### src/rtl/fb_scene_rd_sched_if.sv
// Bundles the raster/scene inputs and the SDRAM read-port controls of fb_scene_rd_sched.
// master: the scheduler itself; slave: the surrounding game FSM, HDMI timing and SDRAM controller.
interface fb_scene_rd_sched_if;
  logic [11:0] hcnt;
  logic [11:0] vcnt;
  logic [3:0]  state;
  logic        all_photo_en;
  logic        sdram_rst_n;
  logic        sdram_rden;
  logic [22:0] sdram_rd_b_addr;
  logic [22:0] sdram_rd_e_addr;
  logic        sched_busy;

  modport master (
    input  hcnt, vcnt, state, all_photo_en,
    output sdram_rst_n, sdram_rden, sdram_rd_b_addr, sdram_rd_e_addr, sched_busy
  );

  modport slave (
    output hcnt, vcnt, state, all_photo_en,
    input  sdram_rst_n, sdram_rden, sdram_rd_b_addr, sdram_rd_e_addr, sched_busy
  );
endinterface

### src/rtl/fb_scene_rd_sched.sv
// Frame-aligned SDRAM read scheduler: maps game scenes to image windows and re-arms reads at frame start.
// Optional macro FB_SCHED_PAUSE_HOLD_EN: pause keeps whatever image window is currently committed.
module fb_scene_rd_sched #(
  parameter int unsigned FRAME_START_H = 100,
  parameter int unsigned FRAME_START_V = 10,
  parameter int unsigned FLUSH_CYC     = 4,
  parameter int unsigned SETTLE_CYC    = 16,
  parameter int unsigned IMG_WORDS     = 786432
) (
  input logic               hdmi_clk,
  input logic               sys_rst_n,
  fb_scene_rd_sched_if.master bus
);

  typedef enum logic [2:0] {
    IDLE,
    WAIT_SOF,
    FLUSH,
    SETTLE,
    ARM,
    ACTIVE
  } schedState_t;

  localparam logic [1:0]  IMG_NONE = 2'd3;
  localparam logic [22:0] IMG_W    = 23'(IMG_WORDS);
  localparam logic [22:0] BASE1    = 23'(IMG_WORDS);
  localparam logic [22:0] BASE2    = 23'(2 * IMG_WORDS);
  localparam logic [7:0]  FLUSH_LAST  = 8'(FLUSH_CYC - 1);
  localparam logic [7:0]  SETTLE_LAST = 8'(SETTLE_CYC - 1);

  function automatic logic [1:0] mapImg(input logic [3:0] code);
    case (code)
      4'b0001: mapImg = 2'd0;
      4'b0010: mapImg = 2'd1;
      4'b0100: mapImg = 2'd1;
      4'b1000: mapImg = 2'd2;
      4'b1010: mapImg = 2'd2;
      default: mapImg = IMG_NONE;
    endcase
  endfunction

  schedState_t state_q, state_d;
  logic [7:0]  cnt_q, cnt_d;
  logic [3:0]  curScene_q, curScene_d;
  logic [3:0]  pend_q;
  logic        sof_q;
  logic [22:0] bAddr_q, bAddr_d;
  logic [22:0] eAddr_q, eAddr_d;
  logic        rstN_q;
  logic        rden_q;
  logic        busy_q;

  logic [1:0]  curImg;
  logic [1:0]  pendImg;
  logic        sceneChange;
  logic        pendValid;
  logic [22:0] winBase;

  // With pause-hold, a pause request simply inherits the committed image so it never looks like a change.
  always_comb begin
    curImg = mapImg(curScene_q);
`ifdef FB_SCHED_PAUSE_HOLD_EN
    pendImg = (pend_q == 4'b0100) ? curImg : mapImg(pend_q);
`else
    pendImg = mapImg(pend_q);
`endif
    sceneChange = (pendImg != curImg);
    pendValid   = (pendImg != IMG_NONE);
  end

  always_comb begin
    state_d    = state_q;
    cnt_d      = cnt_q;
    curScene_d = curScene_q;
    bAddr_d    = bAddr_q;
    eAddr_d    = eAddr_q;
    winBase    = 23'd0;
    case (pendImg)
      2'd1:    winBase = BASE1;
      2'd2:    winBase = BASE2;
      default: winBase = 23'd0;
    endcase

    case (state_q)
      IDLE: begin
        if (pendValid && sceneChange) state_d = WAIT_SOF;
      end
      // A request that falls back to the committed image needs no new flush; the read path still holds it.
      WAIT_SOF: begin
        if (pendValid && !sceneChange) begin
          state_d = ARM;
        end else if (sof_q) begin
          if (!pendValid) begin
            state_d = IDLE;
          end else begin
            curScene_d = pend_q;
            bAddr_d    = winBase;
            eAddr_d    = winBase + IMG_W;
            cnt_d      = 8'd0;
            state_d    = FLUSH;
          end
        end
      end
      FLUSH: begin
        if (cnt_q == FLUSH_LAST) begin
          cnt_d   = 8'd0;
          state_d = sceneChange ? WAIT_SOF : SETTLE;
        end else begin
          cnt_d = cnt_q + 8'd1;
        end
      end
      SETTLE: begin
        if (cnt_q == SETTLE_LAST) begin
          cnt_d   = 8'd0;
          state_d = sceneChange ? WAIT_SOF : ARM;
        end else begin
          cnt_d = cnt_q + 8'd1;
        end
      end
      ARM: begin
        if (sceneChange)  state_d = WAIT_SOF;
        else if (sof_q)   state_d = ACTIVE;
      end
      ACTIVE: begin
        if (sceneChange) state_d = WAIT_SOF;
      end
      default: state_d = IDLE;
    endcase
  end

  // Output flops are loaded from the next state so every output is registered yet tracks the FSM exactly.
  always_ff @(posedge hdmi_clk or negedge sys_rst_n) begin
    if (!sys_rst_n) begin
      state_q    <= IDLE;
      cnt_q      <= 8'd0;
      curScene_q <= 4'b0000;
      pend_q     <= 4'b0000;
      sof_q      <= 1'b0;
      bAddr_q    <= 23'd0;
      eAddr_q    <= 23'd0;
      rstN_q     <= 1'b1;
      rden_q     <= 1'b0;
      busy_q     <= 1'b0;
    end else begin
      state_q    <= state_d;
      cnt_q      <= cnt_d;
      curScene_q <= curScene_d;
      pend_q     <= bus.state;
      sof_q      <= (bus.hcnt == 12'(FRAME_START_H)) && (bus.vcnt == 12'(FRAME_START_V));
      bAddr_q    <= bAddr_d;
      eAddr_q    <= eAddr_d;
      rstN_q     <= (state_d != FLUSH);
      rden_q     <= (state_d == ACTIVE) && bus.all_photo_en;
      busy_q     <= !((state_d == IDLE) || (state_d == ACTIVE));
    end
  end

  assign bus.sdram_rst_n     = rstN_q;
  assign bus.sdram_rden      = rden_q;
  assign bus.sdram_rd_b_addr = bAddr_q;
  assign bus.sdram_rd_e_addr = eAddr_q;
  assign bus.sched_busy      = busy_q;

endmodule
### src/flat_wrapper.sv
// flat-port wrapper written by rule: the top's interface ports become plain ports
module fb_scene_rd_sched_flat 
#(
  parameter int unsigned FRAME_START_H = 100,
  parameter int unsigned FRAME_START_V = 10,
  parameter int unsigned FLUSH_CYC     = 4,
  parameter int unsigned SETTLE_CYC    = 16,
  parameter int unsigned IMG_WORDS     = 786432
)
  (hdmi_clk, sys_rst_n, bus_hcnt, bus_vcnt, bus_state, bus_all_photo_en, bus_sdram_rst_n, bus_sdram_rden, bus_sdram_rd_b_addr, bus_sdram_rd_e_addr, bus_sched_busy);
  fb_scene_rd_sched_if bus_i ();
  input logic hdmi_clk;
  input logic sys_rst_n;
  input wire logic [$bits(bus_i.hcnt)-1:0] bus_hcnt;
  input wire logic [$bits(bus_i.vcnt)-1:0] bus_vcnt;
  input wire logic [$bits(bus_i.state)-1:0] bus_state;
  input wire logic [$bits(bus_i.all_photo_en)-1:0] bus_all_photo_en;
  output wire logic [$bits(bus_i.sdram_rst_n)-1:0] bus_sdram_rst_n;
  output wire logic [$bits(bus_i.sdram_rden)-1:0] bus_sdram_rden;
  output wire logic [$bits(bus_i.sdram_rd_b_addr)-1:0] bus_sdram_rd_b_addr;
  output wire logic [$bits(bus_i.sdram_rd_e_addr)-1:0] bus_sdram_rd_e_addr;
  output wire logic [$bits(bus_i.sched_busy)-1:0] bus_sched_busy;
  assign bus_i.hcnt = bus_hcnt;
  assign bus_i.vcnt = bus_vcnt;
  assign bus_i.state = bus_state;
  assign bus_i.all_photo_en = bus_all_photo_en;
  assign bus_sdram_rst_n = bus_i.sdram_rst_n;
  assign bus_sdram_rden = bus_i.sdram_rden;
  assign bus_sdram_rd_b_addr = bus_i.sdram_rd_b_addr;
  assign bus_sdram_rd_e_addr = bus_i.sdram_rd_e_addr;
  assign bus_sched_busy = bus_i.sched_busy;
  fb_scene_rd_sched #(.FRAME_START_H(FRAME_START_H), .FRAME_START_V(FRAME_START_V), .FLUSH_CYC(FLUSH_CYC), .SETTLE_CYC(SETTLE_CYC), .IMG_WORDS(IMG_WORDS)) u_core (.hdmi_clk(hdmi_clk), .sys_rst_n(sys_rst_n), .bus(bus_i));
endmodule
### config.mk
export PLATFORM = sky130hd
export DESIGN_NAME = fb_scene_rd_sched_flat
export DESIGN_NICKNAME = d
export VERILOG_FILES = /design/src/rtl/fb_scene_rd_sched_if.sv /design/src/rtl/fb_scene_rd_sched.sv /design/src/flat_wrapper.sv
export SDC_FILE = /design/constraint.sdc
export NUM_CORES = 1
export LEC_CHECK = 0
export CORE_UTILIZATION = 30
export DETAILED_ROUTE_END_ITERATION = 8
export HOLD_SLACK_MARGIN = 0.1
export PLACE_DENSITY = 0.61
export SYNTH_ARGS = -nofsm -noshare
export SYNTH_HDL_FRONTEND = slang
export SYNTH_SLANG_ARGS = --single-unit
export TNS_END_PERCENT = 5
### constraint.sdc
create_clock -name hdmi_clk -period 4.5 [get_ports hdmi_clk]
set_input_delay 0.675 -clock hdmi_clk [delete_from_list [all_inputs] [get_ports hdmi_clk]]
set_output_delay 0.675 -clock hdmi_clk [all_outputs]
set_load 0.05 [all_outputs]
==> run metrics, run 1 <==
status=complete, but fails checks; failing checks=design-rule violations; Setup Skew=4.99 ps; GRT Total Usage=around 11%; Setup Viol. Count Final=0; # diodes=0; DRT iter0 DRCs=54; Post-Synth Adder-Cell Area=2.99%; Fmax=286 MHz; number of synthesized flops with an enable pin=0; most frequent CP cell=and2_1; Compound-Gate Fraction of Synth Area=14.8%; drt first pass iters=6; layout cells sized above 1=6.54%; PD cells=roughly 250 nW/um^2; worst hold start=u_core.cnt_q[7]; H-tree depth=1; Fin. Hold Viols=0; DR vias/cell=4.92; first-pass GRT wire length=6810 um; DR WL met3=approximately 220 um; Avg WL per Cell=11.8 um; Final Wtd Congestion=0.827; largest net degree at the start of global routing=29; Cell Rows=30; M1 WL=1810 um; Seq/Total Area, Yosys=33.5%; Worst path slowest cell=and2_1; post-synthesis xor/xnor area fraction=less than 1%; Worst R2R End=u_core.curScene_q[1]; vias in the first global route=1,521; Main synth FF type=dfrtp_1; critical path fanouts, max=9; clock slew at reported path FFs=approximately 90 ps; Die Width=about 86 um; Area growth syn-to-layout=16.4%; DP HPWL=3120 um; Synth top area share=about a third; Post-Route WL=between 3000 and 4000 um; uppermost layer routed=met4; max-cap check violation count=0; Worst Reg-to-Reg Cells=10; Hold Path Class=flip-flop to flip-flop; relative slew slack=between 50% and 60%; startpoint types=flip-flop; P_leak=1.04 nW; biggest area consumer among synthesized cells=dfrtp_1; worst r2r src=u_core.pend_q[2]; clock latency on the worst-skew pair=280 ps; worst reg2reg setup slack=1010 ps; Overflow after GRT=0; clock tree buffer depth=2; largest family of logic cells by synthesized area=simple AND/OR/NAND/NOR gates; Final ANT Viol Nets=0; CTS-repair resized insts=0; CTS tree=done; worst setup path category=flip-flop to flip-flop; CTS buffer count=3; cell chain of the critical path=xor2_1, and2_1, inv_1, ha_1, o21ba_2, o31a_1, o221a_1, nor4_2, and2_1, mux2_4; DR DRC count=1; synth top area cells=dfrtp_1, buf_4, mux2_4; # IOs=80; synth warn=0; Final #Nets=297; Port Buf Inserts=40; post-CTS setup buffer count=0; Hold Buf Count CTS=0; RSZ-0062 raised after global routing=no; Filler Cells Inserted=696; Initial Utilization=31.0%; Seq cells post-synth=28; mux cell area share after synthesis=5.50%; DR vias=around 1.7k; Post-Synth Simple-Gate Area=a little under a quarter; synthesized area=about 2100 um^2; clock sink count=28; worst vdd ir=0.0697 mV; final period utilization=approximately 78%; FFs w/ async S/R, synth=100%; Netlist cell types=53; Cells after Synth=226; Setup crit end kind=flip-flop; Pins Over Slew Limit=0; Tmin final=~3500 ps; die height=85.5 um; Slew @ Worst Pin=650 ps; most common cell after layout, fill and taps aside=clkdlybuf4s50_1; setup tns final=0 ps; Hold WS=488 ps; antenna violations before repair=0; hold worst-path end=u_core.cnt_q[7]; WP data required=approximately 4700 ps; most frequent cells in the layout=clkdlybuf4s50_1, conb_1, dfrtp_1, nand2_1, nor2_1; Critical Path AT=3660 ps; DIE AREA=7320 um^2; hold path cells=1; crit-path max cell delay=between 500 and 600 ps; CTS Root Cell=clkbuf_8; synthesized area per cell=9.26 um^2; wire length on met2=1920 um; CORE AREA=6760 um^2
cells in the mapped netlist, types with 2 or more instances:
| master | n |
|---|---|
| o21ai_1 | 2 |
| nand3b_1 | 2 |
| and3_1 | 6 |
| nor3_1 | 4 |
| a21boi_0 | 2 |
| a21o_1 | 2 |
| nor3b_1 | 4 |
| a21oi_1 | 6 |
| nand3_1 | 3 |
| mux2_4 | 5 |
| inv_1 | 8 |
| or4b_1 | 2 |
| a211oi_1 | 3 |
| buf_6 | 2 |
| o21ai_0 | 5 |
| nor4b_1 | 4 |
| nand2b_1 | 5 |
| clkbuf_1 | 6 |
| nor4_1 | 5 |
| xor2_1 | 2 |
| o31ai_1 | 6 |
| dfrtp_1 | 27 |
| ha_1 | 5 |
| or4_1 | 3 |
| nor2_1 | 14 |
| buf_4 | 41 |
| a31oi_1 | 6 |
| nand2_1 | 15 |
| and2_1 | 2 |
| mux2i_1 | 4 |
| nand4_1 | 3 |
logic make-up (layout without fill, tap and decap cells):
kind of cell | after synthesis | after routing
DFF | 28 | 28
adders and majority gates | 5 | 5
muxes | 9 | 9
xor gates and xnor gates | 2 | 2
buffers and inverters | 58 | 54
other | 1 | 39
and+or+nand+nor | 81 | 81
AOI/OAI and AO/OA | 42 | 42
state kept, by name, summed over array words and instances, names as in the netlist:
| name | count |
|---|---|
| u_core.sof_q | 1 |
| u_core.bus.sched_busy | 1 |
| u_core.pend_q | 4 |
| u_core.cnt_q | 8 |
| u_core.bus.sdram_rden | 1 |
| u_core.state_q | 3 |
| u_core.bus.sdram_rd_b_addr | 2 |
| u_core.bus.sdram_rst_n | 1 |
| u_core.bus.sdram_rd_e_addr | 3 |
| u_core.curScene_q | 4 |
layer usage:
layer	up-vias	global-route usage, %
met1	792	14.3
met3	5	1.25
li1	805	-
met2	72	20.1
met4	0	3.79
met5	-	0
per-stage QoR:
step	utilization, %	worst slack (ps)	power [W]	area (um^2)	std cells
global placement	35.4	1070	0.000460	2390	336
floorplan	-	1490	0.000438	2240	264
CTS	36.1	985	0.000603	2440	340
detailed placement	35.4	1000	0.000461	2390	336
global route	36.1	749	0.000627	2440	340
finish	36.1	1010	0.000597	2440	340
power by group:
group          internal, W  leakage (nW)  switching (W)  total (W)
clock            0.0000635        0.0228      0.0000772   0.000141
sequential        0.000260         0.369      0.0000150   0.000275
combinational    0.0000588         0.648       0.000123   0.000182
total             0.000382          1.04       0.000215   0.000597
worst max path at each step:
stage	start	to	slack, ps	cells after the start
after global routing	u_core.pend_q[2]	u_core.curScene_q[0]	750	9
after floorplan	u_core.pend_q[2]	u_core.bus.sdram_rd_b_addr[20]	1490	12
after detailed placement	u_core.pend_q[2]	u_core.curScene_q[3]	1000	10
after global placement	u_core.pend_q[2]	u_core.bus.sdram_rd_b_addr[20]	1070	10
final	u_core.pend_q[2]	u_core.curScene_q[1]	1010	10
after CTS	u_core.pend_q[2]	u_core.bus.sdram_rd_e_addr[20]	990	10
final cells by class:
cell class / count / area, um^2 / share of cell area, %
repair buffers: 41 / 408 / 16.7
clock buffers: 4 / 45.0 / 1.85
well taps: 80 / 100 / 4.11
inverters: 9 / 33.8 / 1.39
multi-input cells: 178 / 1150 / 47.1
flip-flops and latches: 28 / 702 / 28.8
critical path, delay by kind of cell, from the launching register on:
kind | cells | cell delay, ps
fa+ha+maj | 1 | 260
mux | 1 | 340
simple gates | 3 | 1230
buf+inv | 1 | 110
flops | 1 | 490
compound gates | 3 | 720
xor+xnor | 1 | 220
Note: power is estimated with default switching activity, not from simulation.
==> inputs of run 2 (changes only) <==
==> constraint.sdc (replaced) <==
create_clock -name hdmi_clk -period 3.3 [get_ports hdmi_clk]
set_input_delay 0.495 -clock hdmi_clk [delete_from_list [all_inputs] [get_ports hdmi_clk]]
set_output_delay 0.495 -clock hdmi_clk [all_outputs]
set_load 0.05 [all_outputs]
==> run metrics, run 2 (same netlist as run 1, synthesis figures left out) <==
Worst path slowest cell=or4_1; Non-Filler Instances=between 300 and 400; Comb pwr share=30.7%; die height=85.5 um; Avg WL per Cell=around 12 um; CTS tree=done; Tmin final=3120 ps; clock latency on the worst-skew pair=270 ps; clock sink count=28; relative slew slack=62.4%; WP data required=~3400 ps; CP top delay family=compound AO/OA/AOI/OAI gates; clock slew at reported path FFs=100 ps; clock tree buffer depth=2; Setup Skew=5.06 ps; Fmax=321 MHz; worst vdd ir=approximately 0.1 mV; Most flops, register=u_core.cnt_q; # diodes=0; Area growth syn-to-layout=18.7%; CTS buffer count=3; Clk pwr share=25.0%; # placed instances=341; Setup Viol. Count Final=0; Port Buf Inserts=40; Cell Rows=30; failing checks=design-rule violations; Die Width=between 80 and 90 um; Pwr Total=0.000842 W; DP HPWL=3210 um; Hold WS=between 500 and 600 ps; Pint=0.000546 W; final instance area=2480 um^2; Fin. Hold Viols=0; Slew @ Worst Pin=559 ps; drt first pass iters=6; DR WL met3=230 um; Overflow after GRT=0; uppermost layer routed=met4; Final ANT Viol Nets=0; wire length on met2=2000 um; final core utilization=roughly 37%; crit-path max cell delay=580 ps; placed cell areas=2430 um^2; status=complete, but fails checks; largest net degree at the start of global routing=29; DR vias/cell=4.81; startpoint types=flip-flop; Setup crit end kind=flip-flop; DR vias=1,661; layout cells sized above 1=9.06%; GRT Total Usage=12.0%; Sw Pwr=a little under 0.0003 W; final period utilization=94.4%; Post-Route WL=approximately 4200 um; Filler Cells Inserted=677; critical path fanouts, max=6; Initial Utilization=31.0%; DRT iter0 DRCs=141; # IOs=80; vias in the first global route=1,484; PD cells=roughly 340 nW/um^2; DIE AREA=7320 um^2; P_leak=1.07 nW; biggest regs=u_core.cnt_q (8), u_core.curScene_q (4), u_core.pend_q (4); H-tree depth=1; M1 WL=1960 um; cell chain of the critical path=xor2_1, and2_1, inv_1, ha_1, o21ba_2, o31ai_1, a2111oi_4, or4_1, mux2i_1, o311ai_1; Flop pwr share=44.2%; antenna violations before repair=0; CORE AREA=6760 um^2; CTS Root Cell=clkbuf_8; DR DRC count=1; Critical Path AT=3240 ps; Pins Over Slew Limit=0; RSZ-0062 raised after global routing=yes; Final #Nets=302; most common cell after layout, fill and taps aside=clkdlybuf4s50_1; CP bufs+invs=1; Hold Path Class=flip-flop to flip-flop; worst setup path category=flip-flop to flip-flop; max reg flops=8; most frequent cells in the layout=clkdlybuf4s50_1, conb_1, dfrtp_1, nand2_1, nor2_1; max-cap check violation count=0; sw frac=35.2%; first-pass GRT wire length=7050 um; Final Wtd Congestion=around 0.85
-- run 2: power groups by stage --
stage,Sequential (W),Clock [W],Combinational (W)
floorplan,0.000386,0,0.000212
global placement,0.000379,0,0.000255
detailed placement,0.000379,0,0.000257
CTS,0.000372,0.000219,0.000258
global route,0.000375,0.000233,0.000275
finish,0.000372,0.000211,0.000259
-- run 2: path summary, 6_finish.rpt --
path                                  start                endpoint  slack (ps)  cells after the start
max                        u_core.pend_q[2]   u_core.bus.sched_busy         180                     10
min                         u_core.cnt_q[7]         u_core.cnt_q[7]         510                      1
max reg2reg                u_core.pend_q[2]   u_core.bus.sched_busy         180                     10
min reg2reg                 u_core.cnt_q[7]         u_core.cnt_q[7]         510                      1
max in group asynchronous         sys_rst_n  u_core.bus.sdram_rst_n        2410                      2
min in group asynchronous         sys_rst_n         u_core.cnt_q[5]         580                      2
-- run 2: repair_timing --
item	CTS	global route
hold endpoints to repair	0	0
hold buffers	0	0
gates resized for setup	0	1
buffers inserted	0	0
endpoints found under the setup margin	0	8
-- run 2: layout make-up --
class	count	area [um^2]	share of cell area, %
inverters	9	33.8	1.36
clock buffers	4	55.1	2.22
well taps	80	100	4.03
multi-input cells	178	1150	46.2
flip-flops and latches	28	702	28.2
repair buffers	46	445	17.9
-- run 2: stage by stage --
step,setup slack [ps],setup TNS (ps)
2_1_floorplan,286,0
3_3_place_gp,258,0
3_5_place_dp,140,0
4_1_cts,94.1,0
5_1_grt,-58.6,-58.6
6_report,184,0
-- run 2: per-layer routing --
layer	track usage (%)	up-vias
met3	1.15	4
met2	20.7	72
met4	4.24	0
met1	15.7	775
met5	0	-
li1	-	810
==> inputs of run 3 (changes only) <==
--- a/config.mk
+++ b/config.mk
@@ -5,6 +5,7 @@
 export SDC_FILE = /design/constraint.sdc
 export NUM_CORES = 1
 export LEC_CHECK = 0
+export CORE_MARGIN = 2
 export CORE_UTILIZATION = 30
 export DETAILED_ROUTE_END_ITERATION = 8
 export HOLD_SLACK_MARGIN = 0.1
==> run metrics, run 3 (same netlist as run 1, synthesis figures left out) <==
status=finished clean; Hold Path Class=flip-flop to flip-flop; H-tree depth=1; PD cells=331 nW/um^2; Filler Cells Inserted=672; Fin. Hold Viols=0; clock slew at reported path FFs=90 ps; Tmin final=3050 ps; multi-input combinational cell area=1150 um^2; DR vias=1,645; CTS Root Cell=clkbuf_8; final period utilization=92.4%; Avg WL per Cell=11.8 um; drt first pass iters=4; relative slew slack=53.1%; DP HPWL=3140 um; worst reg2reg setup slack=between 200 and 300 ps; Worst Reg-to-Reg Cells=10; clock sink count=28; Pwr Total=0.000823 W; final core utilization=36.8%; clock tree buffer depth=2; DRT iter0 DRCs=88; Critical Path AT=3170 ps; Final ANT Viol Nets=0; clock latency on the worst-skew pair=around 280 ps; Setup Skew=2.60 ps; worst hold start=u_core.cnt_q[7]; RSZ-0062 raised after global routing=no; DR vias/cell=4.77; Final Wtd Congestion=just over 0.8; Critical Path Start=u_core.pend_q[2]; DIE AREA=around 7700 um^2; max reg flops=8; Area growth syn-to-layout=18.8%; pre-CTS setup slack=252 ps; WP data required=3420 ps; CTS tree=done; Non-Filler Instances=345; post-CTS setup buffer count=0; worst vdd ir=roughly 0.11 mV; CORE AREA=around 6800 um^2; Port Buf Inserts=40; max-cap check violation count=0; layout cells sized above 1=a little over 8%; most frequent cells in the layout=clkdlybuf4s50_1, conb_1, dfrtp_1, nand2_1, nor2_1; die height=approximately 88 um; # diodes=0; Die Width=87.5 um; critical path fanouts, max=6; Most flops, register=u_core.cnt_q; Post-Route WL=4070 um; DR DRC count=0; startpoint types=flip-flop; Cell Rows=30; Setup Viol. Count Final=0; Worst R2R End=u_core.bus.sched_busy; Initial Utilization=approximately 31%; # placed instances=341; Sequential Area=702 um^2; CTS-repair resized insts=0; worst setup path category=flip-flop to flip-flop; setup tns final=0 ps; Final #Nets=approximately 300; worst r2r src=u_core.pend_q[2]; crit path to=u_core.bus.sched_busy; largest net degree at the start of global routing=29; Slew @ Worst Pin=686 ps; Hold Buf Count CTS=0; vias in the first global route=1,439; GRT Total Usage=a little over a tenth; first-pass GRT wire length=6790 um; Setup crit end kind=flip-flop; Fmax=328 MHz; most common cell after layout, fill and taps aside=clkdlybuf4s50_1; final worst slack=252 ps; # IOs=80; antenna violations before repair=0; Overflow after GRT=0; biggest regs=u_core.cnt_q (8), u_core.curScene_q (4), u_core.pend_q (4); P_leak=1.07 nW; CTS buffer count=3; Pins Over Slew Limit=0
## run 3: cell counts in the layout (fill, tap and decap cells not counted)
Identical to the previous run, type by type.
## run 3: layout make-up
| type | instances | share of cell area, % |
|---|---|---|
| well taps | 80 | 4.03 |
| multi-input cells | 178 | 46.2 |
| flip-flops and latches | 28 | 28.2 |
| clock buffers | 4 | 1.81 |
| repair buffers | 46 | 18.4 |
| inverters | 9 | 1.36 |
## run 3: critical path, stage by stage (launching register included)
cell and delay [ps]:
dfrtp_1 420, xor2_1 190, and2_1 180, inv_1 100
ha_1 280, o21ba_2 220, o31a_1 240, o221a_1 260
or4_1 580, mux2i_1 270, o311ai_1 150
## run 3: through the flow
stage / cell area, um^2 / hold slack [ps]
3_5_place_dp: 2440 / 478
6_report: 2490 / 494
3_3_place_gp: 2440 / 483
2_1_floorplan: 2240 / 199
5_1_grt: 2490 / 523
4_1_cts: 2490 / 491
## run 3: power breakdown
group | internal, W | switching [W]
clock network | 0.0000868 | 0.000107
registers | 0.000354 | 0.0000187
logic | 0.0000847 | 0.000172
total | 0.000525 | 0.000298
## run 3: worst min path at each step
stage | to | depth (start not counted) | slack [ps]
floorplan | u_core.bus.sched_busy | 0 | 200
global placement | u_core.cnt_q[7] | 1 | 480
detailed placement | u_core.cnt_q[7] | 1 | 480
CTS | u_core.cnt_q[7] | 1 | 490
global route | u_core.cnt_q[5] | 1 | 520
finish | u_core.cnt_q[7] | 1 | 490
## run 3: routing by layer
layer,wire [um],GRT usage [%],share of wire (%),vias to the layer above
li1,-,-,-,814
met1,1900,15.4,47,756
met2,1830,16.9,45,70
met3,258,1.13,6.3,5
met4,76,4.76,1.9,0
met5,0,0,0,-
